## config.mk

```make
export PLATFORM = sky130hd
export DESIGN_NAME = vp_update_sched_flat
export DESIGN_NICKNAME = d
export VERILOG_FILES = /design/src/rtl/vp_update_sched_if.sv /design/src/rtl/vp_update_sched.sv /design/src/flat_wrapper.sv
export SDC_FILE = /design/constraint.sdc
export NUM_CORES = 1
export LEC_CHECK = 0
export BUFFER_PORTS_ARGS = -buffer_cell sky130_fd_sc_hd__buf_2
export CORE_MARGIN = 4
export CORE_UTILIZATION = 35
export CTS_CLUSTER_DIAMETER = 60
export DETAILED_ROUTE_END_ITERATION = 10
export SYNTH_ARGS = -nofsm -noshare
export SYNTH_HDL_FRONTEND = slang
export SYNTH_SLANG_ARGS = --single-unit
```

## constraint.sdc

```tcl
create_clock -name clk_i -period 8.8 [get_ports clk_i]
set_input_delay 1.32 -clock clk_i [delete_from_list [all_inputs] [get_ports clk_i]]
set_output_delay 1.32 -clock clk_i [all_outputs]
set_load 0.005 [all_outputs]
```

## src/rtl/vp_update_sched_if.sv

```systemverilog
// rtl/vp_update_sched_if.sv - feedback-lane and table-update handshake bundle for vp_update_sched
interface vp_update_sched_if #(
  parameter int P_NUM_PRED    = 2,
  parameter int P_INDEX_WIDTH = 11
);
  logic [P_NUM_PRED-1:0][31:0] fb_pc_i;
  logic [P_NUM_PRED-1:0][31:0] fb_actual_i;
  logic [P_NUM_PRED-1:0]       fb_mispredict_i;
  logic [P_NUM_PRED-1:0]       fb_conf_i;
  logic [P_NUM_PRED-1:0]       fb_valid_i;
  logic                        fb_ready_o;

  logic                        upd_valid_o;
  logic                        upd_ready_i;
  logic                        upd_clear_o;
  logic [P_INDEX_WIDTH-1:0]    upd_index_o;
  logic [31:0]                 upd_pc_o;
  logic [31:0]                 upd_value_o;
  logic                        upd_mispredict_o;
  logic                        upd_conf_o;

  // Scheduler side: consumes feedback lanes, produces table writes.
  modport slave (
    input  fb_pc_i, fb_actual_i, fb_mispredict_i, fb_conf_i, fb_valid_i,
    output fb_ready_o,
    output upd_valid_o, upd_clear_o, upd_index_o, upd_pc_o, upd_value_o,
    output upd_mispredict_o, upd_conf_o,
    input  upd_ready_i
  );

  // Environment side: feedback producer and predictor table.
  modport master (
    output fb_pc_i, fb_actual_i, fb_mispredict_i, fb_conf_i, fb_valid_i,
    input  fb_ready_o,
    input  upd_valid_o, upd_clear_o, upd_index_o, upd_pc_o, upd_value_o,
    input  upd_mispredict_o, upd_conf_o,
    output upd_ready_i
  );
endinterface

```

## src/rtl/vp_update_sched.sv

```systemverilog
// rtl/vp_update_sched.sv - value-predictor table update scheduler (init sweep + update queue); optional VP_UPD_COALESCE_EN
module vp_update_sched #(
  parameter int P_NUM_PRED    = 2,
  parameter int P_FIFO_DEPTH  = 8,
  parameter int P_INDEX_WIDTH = 11
) (
  input  logic                clk_i,
  input  logic                rst_i,
  input  logic                flush_i,
  vp_update_sched_if.slave    bus,
  output logic                busy_o
);

  localparam int AW = (P_FIFO_DEPTH > 1) ? $clog2(P_FIFO_DEPTH) : 1;
  localparam int CW = $clog2(P_FIFO_DEPTH + 1);
  localparam logic [P_INDEX_WIDTH-1:0] LAST_IDX = '1;

  typedef enum logic [1:0] {
    ST_IDLE,
    ST_INIT,
    ST_RUN
  } state_t;

  state_t                   state_q, state_d;
  logic [P_INDEX_WIDTH-1:0] init_idx_q, init_idx_d;
  logic [AW-1:0]            rd_ptr_q, rd_ptr_d;
  logic [AW-1:0]            wr_ptr_q, wr_ptr_d;
  logic [CW-1:0]            count_q, count_d;

  logic [31:0] mem_pc    [P_FIFO_DEPTH];
  logic [31:0] mem_value [P_FIFO_DEPTH];
  logic        mem_mis   [P_FIFO_DEPTH];
  logic        mem_conf  [P_FIFO_DEPTH];

  logic [P_NUM_PRED-1:0] lane_keep;
  logic [P_NUM_PRED-1:0] lane_en;
  logic [AW-1:0]         lane_slot [P_NUM_PRED];
  logic [CW-1:0]         enq_cnt;
  logic [CW-1:0]         free_slots;
  logic                  fb_ready;
  logic                  deq;

  // Readiness depends only on registered state, never on this cycle's handshakes.
  assign free_slots     = CW'(P_FIFO_DEPTH) - count_q;
  assign fb_ready       = (state_q == ST_RUN) && (free_slots >= CW'(P_NUM_PRED));
  assign bus.fb_ready_o = fb_ready;

  always_comb begin
    lane_keep = bus.fb_valid_i;
`ifdef VP_UPD_COALESCE_EN
    // A later lane hitting the same table entry supersedes earlier ones.
    for (int i = 0; i < P_NUM_PRED; i++) begin
      for (int j = i + 1; j < P_NUM_PRED; j++) begin
        if (bus.fb_valid_i[j] &&
            (bus.fb_pc_i[j][P_INDEX_WIDTH+1:2] == bus.fb_pc_i[i][P_INDEX_WIDTH+1:2])) begin
          lane_keep[i] = 1'b0;
        end
      end
    end
`endif
  end

  // Kept lanes are packed into consecutive slots in ascending lane order.
  always_comb begin
    lane_en = lane_keep & {P_NUM_PRED{fb_ready && !flush_i}};
    enq_cnt = '0;
    for (int i = 0; i < P_NUM_PRED; i++) begin
      lane_slot[i] = wr_ptr_q + enq_cnt[AW-1:0];
      if (lane_en[i]) begin
        enq_cnt = enq_cnt + CW'(1);
      end
    end
  end

  always_comb begin
    state_d              = state_q;
    init_idx_d           = init_idx_q;
    rd_ptr_d             = rd_ptr_q;
    wr_ptr_d             = wr_ptr_q;
    count_d              = count_q;
    deq                  = 1'b0;
    busy_o               = 1'b1;
    bus.upd_valid_o      = 1'b0;
    bus.upd_clear_o      = 1'b0;
    bus.upd_index_o      = '0;
    bus.upd_pc_o         = '0;
    bus.upd_value_o      = '0;
    bus.upd_mispredict_o = 1'b0;
    bus.upd_conf_o       = 1'b0;

    case (state_q)
      ST_IDLE: begin
        state_d    = ST_INIT;
        init_idx_d = '0;
      end

      ST_INIT: begin
        bus.upd_valid_o = 1'b1;
        bus.upd_clear_o = 1'b1;
        bus.upd_index_o = init_idx_q;
        if (flush_i) begin
          init_idx_d = '0;
        end else if (bus.upd_ready_i) begin
          init_idx_d = init_idx_q + P_INDEX_WIDTH'(1);
          if (init_idx_q == LAST_IDX) begin
            state_d = ST_RUN;
          end
        end
      end

      ST_RUN: begin
        busy_o               = 1'b0;
        bus.upd_valid_o      = (count_q != '0);
        bus.upd_index_o      = mem_pc[rd_ptr_q][P_INDEX_WIDTH+1:2];
        bus.upd_pc_o         = mem_pc[rd_ptr_q];
        bus.upd_value_o      = mem_value[rd_ptr_q];
        bus.upd_mispredict_o = mem_mis[rd_ptr_q];
        bus.upd_conf_o       = mem_conf[rd_ptr_q];
        if (flush_i) begin
          state_d    = ST_INIT;
          init_idx_d = '0;
          rd_ptr_d   = '0;
          wr_ptr_d   = '0;
          count_d    = '0;
        end else begin
          deq      = (count_q != '0) && bus.upd_ready_i;
          rd_ptr_d = rd_ptr_q + AW'(deq);
          wr_ptr_d = wr_ptr_q + enq_cnt[AW-1:0];
          count_d  = count_q + enq_cnt - CW'(deq);
        end
      end

      default: begin
        state_d = ST_IDLE;
      end
    endcase
  end

  always_ff @(posedge clk_i) begin
    if (rst_i) begin
      state_q    <= ST_IDLE;
      init_idx_q <= '0;
      rd_ptr_q   <= '0;
      wr_ptr_q   <= '0;
      count_q    <= '0;
    end else begin
      state_q    <= state_d;
      init_idx_q <= init_idx_d;
      rd_ptr_q   <= rd_ptr_d;
      wr_ptr_q   <= wr_ptr_d;
      count_q    <= count_d;
    end
  end

  // Queue storage needs no reset: count/pointers define which slots are live.
  always_ff @(posedge clk_i) begin
    for (int i = 0; i < P_NUM_PRED; i++) begin
      if (lane_en[i] && !rst_i) begin
        mem_pc[lane_slot[i]]    <= bus.fb_pc_i[i];
        mem_value[lane_slot[i]] <= bus.fb_actual_i[i];
        mem_mis[lane_slot[i]]   <= bus.fb_mispredict_i[i];
        mem_conf[lane_slot[i]]  <= bus.fb_conf_i[i];
      end
    end
  end

endmodule
```

## src/flat_wrapper.sv

```systemverilog
// flat-port wrapper written by rule: the top's interface ports become plain ports
module vp_update_sched_flat 
#(
  parameter int P_NUM_PRED    = 2,
  parameter int P_FIFO_DEPTH  = 8,
  parameter int P_INDEX_WIDTH = 11
)
  (clk_i, rst_i, flush_i, busy_o, bus_fb_pc_i, bus_fb_actual_i, bus_fb_mispredict_i, bus_fb_conf_i, bus_fb_valid_i, bus_fb_ready_o, bus_upd_valid_o, bus_upd_clear_o, bus_upd_index_o, bus_upd_pc_o, bus_upd_value_o, bus_upd_mispredict_o, bus_upd_conf_o, bus_upd_ready_i);
  vp_update_sched_if #(.P_NUM_PRED(P_NUM_PRED), .P_INDEX_WIDTH(P_INDEX_WIDTH)) bus_i ();
  input  logic clk_i;
  input  logic rst_i;
  input  logic flush_i;
  output logic busy_o;
  input wire logic [$bits(bus_i.fb_pc_i)-1:0] bus_fb_pc_i;
  input wire logic [$bits(bus_i.fb_actual_i)-1:0] bus_fb_actual_i;
  input wire logic [$bits(bus_i.fb_mispredict_i)-1:0] bus_fb_mispredict_i;
  input wire logic [$bits(bus_i.fb_conf_i)-1:0] bus_fb_conf_i;
  input wire logic [$bits(bus_i.fb_valid_i)-1:0] bus_fb_valid_i;
  output wire logic [$bits(bus_i.fb_ready_o)-1:0] bus_fb_ready_o;
  output wire logic [$bits(bus_i.upd_valid_o)-1:0] bus_upd_valid_o;
  output wire logic [$bits(bus_i.upd_clear_o)-1:0] bus_upd_clear_o;
  output wire logic [$bits(bus_i.upd_index_o)-1:0] bus_upd_index_o;
  output wire logic [$bits(bus_i.upd_pc_o)-1:0] bus_upd_pc_o;
  output wire logic [$bits(bus_i.upd_value_o)-1:0] bus_upd_value_o;
  output wire logic [$bits(bus_i.upd_mispredict_o)-1:0] bus_upd_mispredict_o;
  output wire logic [$bits(bus_i.upd_conf_o)-1:0] bus_upd_conf_o;
  input wire logic [$bits(bus_i.upd_ready_i)-1:0] bus_upd_ready_i;
  assign bus_i.fb_pc_i = bus_fb_pc_i;
  assign bus_i.fb_actual_i = bus_fb_actual_i;
  assign bus_i.fb_mispredict_i = bus_fb_mispredict_i;
  assign bus_i.fb_conf_i = bus_fb_conf_i;
  assign bus_i.fb_valid_i = bus_fb_valid_i;
  assign bus_fb_ready_o = bus_i.fb_ready_o;
  assign bus_upd_valid_o = bus_i.upd_valid_o;
  assign bus_upd_clear_o = bus_i.upd_clear_o;
  assign bus_upd_index_o = bus_i.upd_index_o;
  assign bus_upd_pc_o = bus_i.upd_pc_o;
  assign bus_upd_value_o = bus_i.upd_value_o;
  assign bus_upd_mispredict_o = bus_i.upd_mispredict_o;
  assign bus_upd_conf_o = bus_i.upd_conf_o;
  assign bus_i.upd_ready_i = bus_upd_ready_i;
  vp_update_sched #(.P_NUM_PRED(P_NUM_PRED), .P_FIFO_DEPTH(P_FIFO_DEPTH), .P_INDEX_WIDTH(P_INDEX_WIDTH)) u_core (.clk_i(clk_i), .rst_i(rst_i), .flush_i(flush_i), .bus(bus_i), .busy_o(busy_o));
endmodule
```

# Yosys cells after proc, flatten, opt, wreduce, memory -nomap -nowiden
# Memory sizes are Yosys's and may differ from the RTL's. A register that Yosys moved wholly into a read port is not among the register bits.
# Cells that the tools add are included.
classes:
  bitwise: 1
  n_reduce_logical: 12
  n_eq_ne: 8
  n_lt_le_gt_ge: 1
  mux: 34
  add_sub_neg: 8
op_table:
  columns: ["operator", "n"]
  rows:
  - ["$mux W32", 2]
  - ["$mux W11", 3]
  - ["$pmux W11 S3", 1]
  - ["$mux W3", 10]
  - ["$pmux W11 S2", 1]
  - ["$add A11 B1 Y11 const B", 1]
  - ["$eq A11 B11 Y1 const B", 1]
  - ["$mux W1", 9]
  - ["$mux W2", 4]
  - ["$mux W4", 2]
  - ["$add A3 B1 Y3", 2]
  - ["$ne A2 B2 Y1 const B", 3]
  - ["$pmux W2 S3", 1]
  - ["$logic_and A1 B1 Y1", 5]
  - ["$add A4 B4 Y4", 1]
  - ["$ge A4 B2 Y1 const B", 1]
  - ["$reduce_and A4 Y1", 1]
  - ["$reduce_bool A4 Y1", 1]
  - ["$sub A4 B1 Y4", 1]
  - ["$sub A4 B4 Y4 const A", 1]
  - ["$add A3 B3 Y3", 1]
  - ["$ne A3 B3 Y1 const B", 1]
  - ["$reduce_and A3 Y1", 1]
  - ["$reduce_bool A3 Y1", 1]
  - ["8 further kinds", 9]
word_totals:
  register_bits: 23
  ramBits: 528
  n_memories: 4
  in_bits: 138
  output_inout_bits: 81
mem_list:
  columns: ["memory", "words", "width", "rd", "rd_ports_with_merged_regs", "wr", "line_no", "text"]
  rows:
  - ["u_core.mem_pc", 8, 32, 1, 1, 2, "vp_update_sched.sv:30", "logic [31:0] mem_pc [P_FIFO_DEPTH];"]
  - ["u_core.mem_value", 8, 32, 1, 1, 2, "vp_update_sched.sv:31", "logic [31:0] mem_value [P_FIFO_DEPTH];"]
  - ["u_core.mem_conf", 8, 1, 1, 1, 2, "vp_update_sched.sv:33", "logic mem_conf [P_FIFO_DEPTH];"]
  - ["u_core.mem_mis", 8, 1, 1, 1, 2, "vp_update_sched.sv:32", "logic mem_mis [P_FIFO_DEPTH];"]

# Longest topological paths before layout
# Gate-level depths: netlist of run 1.
depth:
  ltp_word: 11
  depth_mapped: 15
  ltp_nobuf: 15

# Least setup slack after synthesis of run 1
# OpenSTA, ideal clock, no wires.
synth_timing:
  kind: "in2reg"
  start: "input port flush_i"
  end: "memory u_core.mem_conf[4], enable pin"
  slack_ns: 3.185
  path_buffers: 3
  arrival_ns: 5.188
  required_ns: 8.373
  stages: 12
  setup_ns: 0.427
  cell_sequence: "buf_2 > nand2b_1 > a21oi_1 > and2_1 > ha_1 > ha_1 > xor2_1 > nand2_1 > a2111oi_4 > buf_4 > buf_6 > a41o_1"
synth_rtl:
  columns: ["element", "line_no", "text"]
  rows:
  - ["from (decl)", "flat_wrapper.sv:12", "input logic flush_i;"]
  - ["to (decl)", "vp_update_sched.sv:33", null]

==> results by stage, run 1 <==
Timing:
- Setup repair after global routing left no endpoint under its margin.
- Headroom to the max-slew limit came out at 0.202.
- The routed design could run at a clock period as short as around 6 ns.
- The maximum clock rate is 168 MHz.
- The clock arrives with 0.0163 ns of skew.
- For the final routed database, the setup TNS stands at 0 ns.
- Setup violations remaining at the end of the flow were counted as 0.
- The portion of the clock cycle consumed by the worst path in the final layout is 0.675.
- The actual transition at the worst max-transition pin is 1.19 ns.
- The final hold violation count came to 0.
- The number of slew-limit violations in the final report was 0.

Clock network:
- The number of setup buffers added after CTS is 0.
- The hold buffer count at cts is 0.
- The clock latency reported for the late side of the worst-skew pair is 0.59 ns.
- No sink is reached through more buffers than the 3 on the longest clock path.
- The H-tree was split into 3 levels.
- The cell chosen for the clock root is sky130_fd_sc_hd__clkbuf_16.
- TritonCTS built the clock tree.
- After clock tree synthesis, the clock-pin slew on the worst setup and hold paths is 0.06 ns.
- The clock drives 554 sinks.
- The TritonCTS buffer count is 66.
- The number of gates resized after CTS was 0.

Setup path:
- The arrival time at the worst endpoint is between 6 and 7 ns.
- At the worst endpoint, the required time is 9.01 ns.
- The worst setup path is captured at a flop.
- The element type at the critical path start is a flop.
- The worst setup path is of the reg -> reg kind.
- The maximum fanout along the worst path is 38.

Die:
- The region available for standard cell placement spans 79500 sq um.
- The floorplan step set the die width to 292 microns.
- After floorplanning, the core was divided into 103 placement rows.
- The die covers 85400 sq um.
- The initial core utilization is 0.355.
- The total I/O pin count is 219.
- The die is 292 microns tall.

Logic synthesis:
- The number of flops mapped to enable cells by yosys is roughly 530.
- The synthesized design contains 554 register bits.
- The per-instance average area after synthesis is 16.6 sq um.
- Ranked by total cell area, the synthesized netlist is headed by sky130_fd_sc_hd__edfxtp_1 56%, sky130_fd_sc_hd__mux2_2 20%, sky130_fd_sc_hd__mux4_2 8.8%, sky130_fd_sc_hd__mux2i_1 3.6%, sky130_fd_sc_hd__dfxtp_1 1.8%.
- Of the post-synthesis cell area, the dominant cell type holds 0.561.
- The netlist area before placement is around 28000 sq um.
- The prevailing post-synth register cell is sky130_fd_sc_hd__edfxtp_1.
- The post-synthesis instance total is 1698.
- After synthesis, the netlist uses between 50 and 60 different library cells.
- The most area-hungry cell type in the Yosys netlist is sky130_fd_sc_hd__edfxtp_1.
- The portion of the post-synthesis area used by sequential elements is 0.579.
- The number of nets handed over by synthesis was 1858.
- The number of warnings issued by yosys is 0.
- Counting flops with an async set or reset pin after synthesis yields a share of 0.

Routing:
- The number of nets with antenna violations after routing is 0.
- The detailed-route vias per instance is between 5 and 6.
- The detailed router finished its first iteration with 1235 violations.
- After detailed routing, the average wire length per cell comes to about 26 microns.
- The total detailed-routing wirelength is 79000 microns.
- The post-detailed-route DRC marker count is 0.
- The routed layout has about 16k vias.
- The pre-antenna-repair detailed-routing pass consisted of 5 iterations.

Place:
- Port buffering added about 220 buffers.
- Summed over all nets, the half-perimeter wirelength after detailed placement is 45100 microns.
- The congestion estimate from routability-driven global placement came to about 0.75.

Job:
- The number of violations of the max-capacitance limit is 0.

Global route:
- Entering global routing, the biggest net connects 66 pins.
- The overall overflow remaining after global route is 0.
- The via count of the first global-routing pass came to 17.3k.
- The initial antenna violation count was 19.
- The first global-routing pass estimated 116000 microns of wire.
- The total track usage is 0.181.

Final layout:
- At the end of the flow, the number of nets in the layout was 2059.
- The multi-input combinational cell area is 11400 sq um.
- The fraction of final layout cells sized beyond drive strength 1 is 0.499.
- The count of fill cells added during filler insertion is 7250.
- The combined flip-flop and latch cell area is 16400 sq um.
- The area growth from synthesis to layout is 15.0%.

Power:
- The leakage power is roughly 10 nW.
- Dividing total power by cell area gives a power density of 174 nW/um^2.
- IR analysis of the VDD net gives a maximum drop of 0.0920 mV.
- The completed layout was analyzed and its total power is 0.00567 W.

Worst hold path:
- The tightest min-delay check is of the reg -> reg type.

Status:
- The flow ran to the end, and the final reports show no timing, DRC or antenna violations.
registers in the layout, summed over array words and instances (netlist names), named ones only:
name / cells
u_core.wr_ptr_q: 3
u_core.state_q: 2
u_core.mem_mis: 8
u_core.init_idx_q: 11
u_core.mem_pc: 256
u_core.mem_conf: 8
u_core.rd_ptr_q: 3
u_core.mem_value: 256
u_core.count_q: 4
where the power goes:
group | total [W] | leakage, nW | switching, W | internal, W
logic | 0.000237 | 4.51 | 0.000118 | 0.000119
registers | 0.00289 | 4.96 | 0.00000219 | 0.00288
clock network | 0.00255 | 0.970 | 0.00105 | 0.00149
cell type report:
class | count | share of cell area
Sequential cell | 554 | 0.504
Timing Repair Buffer | 248 | 0.0409
Clock buffer | 90 | 0.0556
Inverter | 17 | 0.00196
Tap cell | 1050 | 0.0404
Multi-Input combinational cell | 1012 | 0.350
Clock inverter | 26 | 0.00566
Antenna cell | 13 | 0.00100
layout by cell type (no fill, tap or decap), drive strengths merged, types with 2 or more instances in the layout:
| cell type | count |
|---|---|
| a2111oi | 3 |
| a211oi | 2 |
| a21oi | 23 |
| a222oi | 11 |
| a22oi | 5 |
| a31oi | 2 |
| a41o | 8 |
| and2 | 15 |
| and3 | 11 |
| buf | 248 |
| bufinv | 2 |
| clkbuf | 90 |
| clkinv | 20 |
| dfxtp | 26 |
| diode | 13 |
| edfxtp | 528 |
| fa | 2 |
| ha | 20 |
| inv | 20 |
| mux2 | 528 |
| mux2i | 102 |
| mux4 | 110 |
| nand2 | 21 |
| nand2b | 4 |
| nand3 | 6 |
| nand4 | 4 |
| nor2 | 74 |
| nor2b | 7 |
| nor3 | 5 |
| nor3b | 2 |
| o21a | 11 |
| o21ai | 7 |
| o31ai | 2 |
| or3 | 5 |
| or4 | 3 |
| xnor2 | 5 |
| xor2 | 2 |
stage by stage:
step	hold WS (ns)	setup WS, ns	instances	cell area (sq um)	utilization
2_1_floorplan	0.461	3.18	1698	28300	-
3_3_place_gp	0.495	2.63	2881	30500	0.383
3_5_place_dp	0.505	2.58	2881	30500	0.383
4_1_cts	0.515	2.85	2997	32500	0.408
5_1_grt	0.547	2.62	2999	32500	0.408
6_report	0.521	2.86	3010	32500	0.409
critical path, cell delays in order, from the launching register on:
cell and delay, ns:
sky130_fd_sc_hd__dfxtp_1 0.37, sky130_fd_sc_hd__inv_1 0.10, sky130_fd_sc_hd__ha_1 0.24, sky130_fd_sc_hd__xnor2_1 0.17, sky130_fd_sc_hd__nor3_4 0.70, sky130_fd_sc_hd__a21oi_1 0.56, sky130_fd_sc_hd__and2_1 0.36, sky130_fd_sc_hd__ha_1 0.19
sky130_fd_sc_hd__ha_1 0.54, sky130_fd_sc_hd__nor2b_1 0.26, sky130_fd_sc_hd__nand3_1 0.15, sky130_fd_sc_hd__a21oi_4 0.66, sky130_fd_sc_hd__a41o_4 0.67, sky130_fd_sc_hd__buf_4 0.56
cell usage after synthesis, types with 7 or more instances:
cell                       instances
sky130_fd_sc_hd__mux2i_1         102
sky130_fd_sc_hd__and2_1           15
sky130_fd_sc_hd__inv_1            17
sky130_fd_sc_hd__o21a_1           11
sky130_fd_sc_hd__nand2_1          21
sky130_fd_sc_hd__nor2b_1           7
sky130_fd_sc_hd__dfxtp_1          26
sky130_fd_sc_hd__o21ai_0           7
sky130_fd_sc_hd__nor2_1           74
sky130_fd_sc_hd__a21oi_1          23
sky130_fd_sc_hd__edfxtp_1        528
sky130_fd_sc_hd__clkbuf_1         24
sky130_fd_sc_hd__a41o_1            8
sky130_fd_sc_hd__mux2_2          505
sky130_fd_sc_hd__mux4_2          110
sky130_fd_sc_hd__mux2_1           23
sky130_fd_sc_hd__a222oi_1         11
sky130_fd_sc_hd__buf_2            66
sky130_fd_sc_hd__buf_4             8
sky130_fd_sc_hd__ha_1             20
sky130_fd_sc_hd__and3_1           11
sky130_fd_sc_hd__buf_1            10
logic make-up after synthesis:
logic type / Yosys count / share of synthesized area
and+or+nand+nor: 163 / 0.0285
muxes: 740 / 0.334
buffers and inverters: 132 / 0.0232
adders and majority gates: 22 / 0.0103
xor gates and xnor gates: 7 / 0.00243
AOI/OAI and AO/OA: 80 / 0.0222
DFF: 554 / 0.579
final timing paths:
path / from / to / slack [ns] / cells after the start
max: u_core.count_q[0]$_SDFFE_PP0P_ / u_core.mem_value[6][19]$_DFFE_PP_ / 2.86 / 13
min reg2reg: u_core.init_idx_q[10]$_SDFFE_PP0P_ / u_core.init_idx_q[10]$_SDFFE_PP0P_ / 0.52 / 2
max reg2reg: u_core.count_q[0]$_SDFFE_PP0P_ / u_core.mem_value[6][19]$_DFFE_PP_ / 2.86 / 13
min: u_core.init_idx_q[10]$_SDFFE_PP0P_ / u_core.init_idx_q[10]$_SDFFE_PP0P_ / 0.52 / 2
per-layer routing:
metal | GRT usage | share of wire | up-vias
li1 | - | - | 7226
met1 | 0.250 | 0.43 | 8481
met2 | 0.294 | 0.48 | 455
met3 | 0.0330 | 0.066 | 109
met4 | 0.0512 | 0.022 | 8
met5 | 0 | 0.00066 | -
(Power assumes the default switching activity.)
==> inputs of run 2 (changes only) <==
==> constraint.sdc (replaced) <==
create_clock -name clk_i -period 5.4 [get_ports clk_i]
set_input_delay 0.81 -clock clk_i [delete_from_list [all_inputs] [get_ports clk_i]]
set_output_delay 0.81 -clock clk_i [all_outputs]
set_load 0.005 [all_outputs]
==> run 2 against run 1 <==
Against the previous run:
- cell count rose by 0.80%
- setup slack got worse by 2.3 ns
- maximum frequency is 23% higher
- clock-buffer cell count fell by 2
- clock power is 76% higher
- clock skew is 0.013 ns higher
- hold slack improved by 0.0011 ns
==> results by stage, run 2 (same netlist as run 1, synthesis figures left out) <==
Timing:
- The post-layout minimum cycle time is 4.84 ns.
- For the final routed database, the setup TNS stands at 0 ns.
- Timing would allow up to 206 MHz.
- The clock skew after layout is 0.0289 ns.
- The actual transition at the worst max-transition pin is about 1.2 ns.
- Setup repair after global routing left no endpoint under its margin.
- The worst setup margin is 0.557 ns.
- Setup violations remaining at the end of the flow were counted as 0.
- The final hold violation count came to 0.
- The portion of the clock cycle consumed by the worst path in the final layout is 0.897.
- The number of slew-limit violations in the final report is 0.
- In this run the tightest slew margin relative to its limit is 0.210.

Final layout:
- The combined flip-flop and latch cell area is 16400 sq um.
- In the layout the commonest cells are 528 x sky130_fd_sc_hd__edfxtp_1, 505 x sky130_fd_sc_hd__mux2_2, 218 x sky130_fd_sc_hd__buf_2, 110 x sky130_fd_sc_hd__mux4_2, 102 x sky130_fd_sc_hd__mux2i_1.
- At the end of the flow, the number of nets in the layout was 2075.
- Summing all multi-input logic gate instances after layout gives 11400 sq um.
- The library cell used most frequently in the layout, excluding fill and tap cells, is sky130_fd_sc_hd__edfxtp_1.
- Counting the fill cells in the layout gives 7197.
- The layout overhead on the synthesized area is 16.7%.
- The post-route standard cell area excluding fillers is ~33000 sq um.
- Of the cells placed in the final design, the portion with a size suffix greater than 1 is 0.507.

Routing:
- Detailed routing inserted a total of 16.5k vias.
- For this block, the routed nets add up to 81000 microns of wire.
- The number of nets with antenna violations after routing is 0.
- The detailed-route vias per instance is 5.44.
- The first routing iteration left 1148 violations.
- The post-detailed-route DRC marker count is 0.
- The routed wire length per instance is ~27 microns.
- The first detailed-routing pass took 7 iterations.

Die:
- The horizontal die dimension is 292 microns.
- The floorplan step set the die height to ~300 microns.
- The initial core utilization is 0.355.
- In this run the count of I/O pins placed on the die edge is 219.
- In this run the standard cell core region covers 79500 sq um.
- Row generation in the floorplan step produced 103 rows.
- The full die area is roughly 85000 sq um.

Job:
- The number of violations of the max-capacitance limit is 0.

Power:
- Of the total power, the share spent switching nets is 0.217.
- The switching power summed over all nets is 0.00207 W.
- The relative contribution of combinational cells to total power is 0.041.
- The internal portion of the total power is 0.00750 W.
- VDD sags by at most 0.198 mV.
- The fraction of power consumed by the clock network is 0.468.
- The leakage power is 10.6 nW.
- The sequential share of power is 0.491.
- The cell area power density is between 200 and 300 nW/um^2.

Setup path:
- In this run the critical register-to-register path is captured at u_core.mem_value[2][23]$_DFFE_PP_.
- For flop-to-flop paths, the worst setup slack is roughly 0.56 ns.
- The worst setup path is of the reg -> reg kind.
- The arrival time at the worst endpoint is 5.19 ns.
- The worst setup path is launched from a flop.
- Along the worst path, the maximum fanout reaches 20.
- The endpoint kind of the worst setup timing path is a flop.
- The worst register-to-register path begins at u_core.count_q[2]$_SDFFE_PP0P_.
- STA puts the critical path data required time at 5.75 ns.
- Counting cells, the worst reg-to-reg path comes to 12.

Worst hold path:
- The worst hold path stage count is 2.
- The tightest min-delay check is of the reg -> reg type.
- In this run the most critical hold path is launched from u_core.init_idx_q[10]$_SDFFE_PP0P_.
- The worst hold path endpoint is u_core.init_idx_q[10]$_SDFFE_PP0P_.

Clock network:
- The buffer levels on the longest clock path is 3.
- Clock-pin slew was measured on the worst setup and hold paths at 0.06 ns.
- The H-tree level count is 3.
- For this design, the CTS-stage hold fixing added 0 buffers.
- The clock latency reported for the late side of the worst-skew pair is 0.62 ns.
- In this run, CTS created clock tree buffers numbering 70.
- TritonCTS built the clock tree.
- The cell chosen for the clock root is sky130_fd_sc_hd__clkbuf_16.
- The number of clock sinks seen by CTS is around 550.
- After clock tree synthesis, the repair step resized 0 gates.
- Buffers added to address setup during post-CTS repair amount to 0.

Place:
- The placed instances occupy a cell area of 30800 sq um.
- Detailed placement finished with a half-perimeter wire length of between 40000 and 50000 microns.
- The worst slack at placement is between 0.5 and 0.6 ns.
- The number of input and output port buffers inserted is roughly 220.
- The final estimated routing congestion in global placement is between 0.7 and 0.8.

Global route:
- The initial antenna violation count was 23.
- The first global-routing pass estimated 119000 microns of wire.
- The overall overflow remaining after global route is 0.
- The total track usage is 0.185.
- The via count of the first global-routing pass is 17.8k.
- Entering global routing, the biggest net connects 81 pins.

Status:
- The flow ran to the end, and the final reports show no timing, DRC or antenna violations.
## run 2: cell count changes in the layout (fill, tap and decap cells not counted), sizes merged
cell      change
buf          +12
bufinv        +1
clkbuf        -2
clkinv        +1
clkinvlp      +3
diode         +3
inv           +6
## run 2: worst max-delay path by stage
stage,endpoint,startpoint,cells past startpoint,slack (ns)
floorplan,u_core.mem_conf[2]$_DFFE_PP_,u_core.count_q[0]$_SDFFE_PP0P_,14,0.23
global placement,u_core.mem_value[2][19]$_DFFE_PP_,u_core.count_q[1]$_SDFFE_PP0P_,12,0.70
detailed placement,u_core.mem_value[2][19]$_DFFE_PP_,u_core.count_q[2]$_SDFFE_PP0P_,12,0.55
CTS,u_core.mem_value[2][23]$_DFFE_PP_,u_core.count_q[2]$_SDFFE_PP0P_,12,0.52
global route,u_core.mem_value[2][19]$_DFFE_PP_,u_core.count_q[2]$_SDFFE_PP0P_,12,0.34
finish,u_core.mem_value[2][23]$_DFFE_PP_,u_core.count_q[2]$_SDFFE_PP0P_,12,0.56
## run 2: power by group through the flow
| stage | Combinational (W) | Clock, W | Sequential, W |
|---|---|---|---|
| 2_1_floorplan | 0.000210 | 0 | 0.00479 |
| 3_3_place_gp | 0.000370 | 0 | 0.00479 |
| 3_5_place_dp | 0.000391 | 0 | 0.00479 |
| 4_1_cts | 0.000394 | 0.00456 | 0.00470 |
| 5_1_grt | 0.000434 | 0.00475 | 0.00470 |
| 6_report | 0.000395 | 0.00448 | 0.00470 |
## run 2: critical path, cell delays in order, from the launching register on
cell	delay, ns
sky130_fd_sc_hd__dfxtp_1	0.42
sky130_fd_sc_hd__nor3_2	0.08
sky130_fd_sc_hd__xnor2_2	0.85
sky130_fd_sc_hd__a21oi_1	0.21
sky130_fd_sc_hd__buf_4	0.24
sky130_fd_sc_hd__and2_1	0.19
sky130_fd_sc_hd__ha_1	0.19
sky130_fd_sc_hd__ha_1	0.56
sky130_fd_sc_hd__nor2b_1	0.25
sky130_fd_sc_hd__nand3_1	0.15
sky130_fd_sc_hd__a21oi_4	0.56
sky130_fd_sc_hd__buf_4	0.48
sky130_fd_sc_hd__mux2_2	0.38
## run 2: stage by stage
step	hold WS [ns]	util	cells	total power, W
global placement	0.489	0.387	2893	0.00516
CTS	0.516	0.414	3018	0.00966
floorplan	0.461	-	1698	0.00500
global route	0.555	0.415	3025	0.00989
finish	0.522	0.415	3034	0.00958
detailed placement	0.508	0.387	2893	0.00518
## run 2: area by class of cell
class | instances | area share
sequential | 554 | 0.497
multi-input combinational | 1012 | 0.345
clock buffer | 88 | 0.0561
timing repair buffer | 260 | 0.0487
tap | 1050 | 0.0398
clock inverter | 37 | 0.0104
inverter | 17 | 0.00193
antenna | 16 | 0.00121
## run 2: layer usage
metal,vias up,part of all wire,GRT usage
met5,-,0.0011,0
met2,422,0.49,0.311
met3,130,0.054,0.0400
met4,14,0.023,0.0573
li1,7292,-,-
met1,8654,0.43,0.242
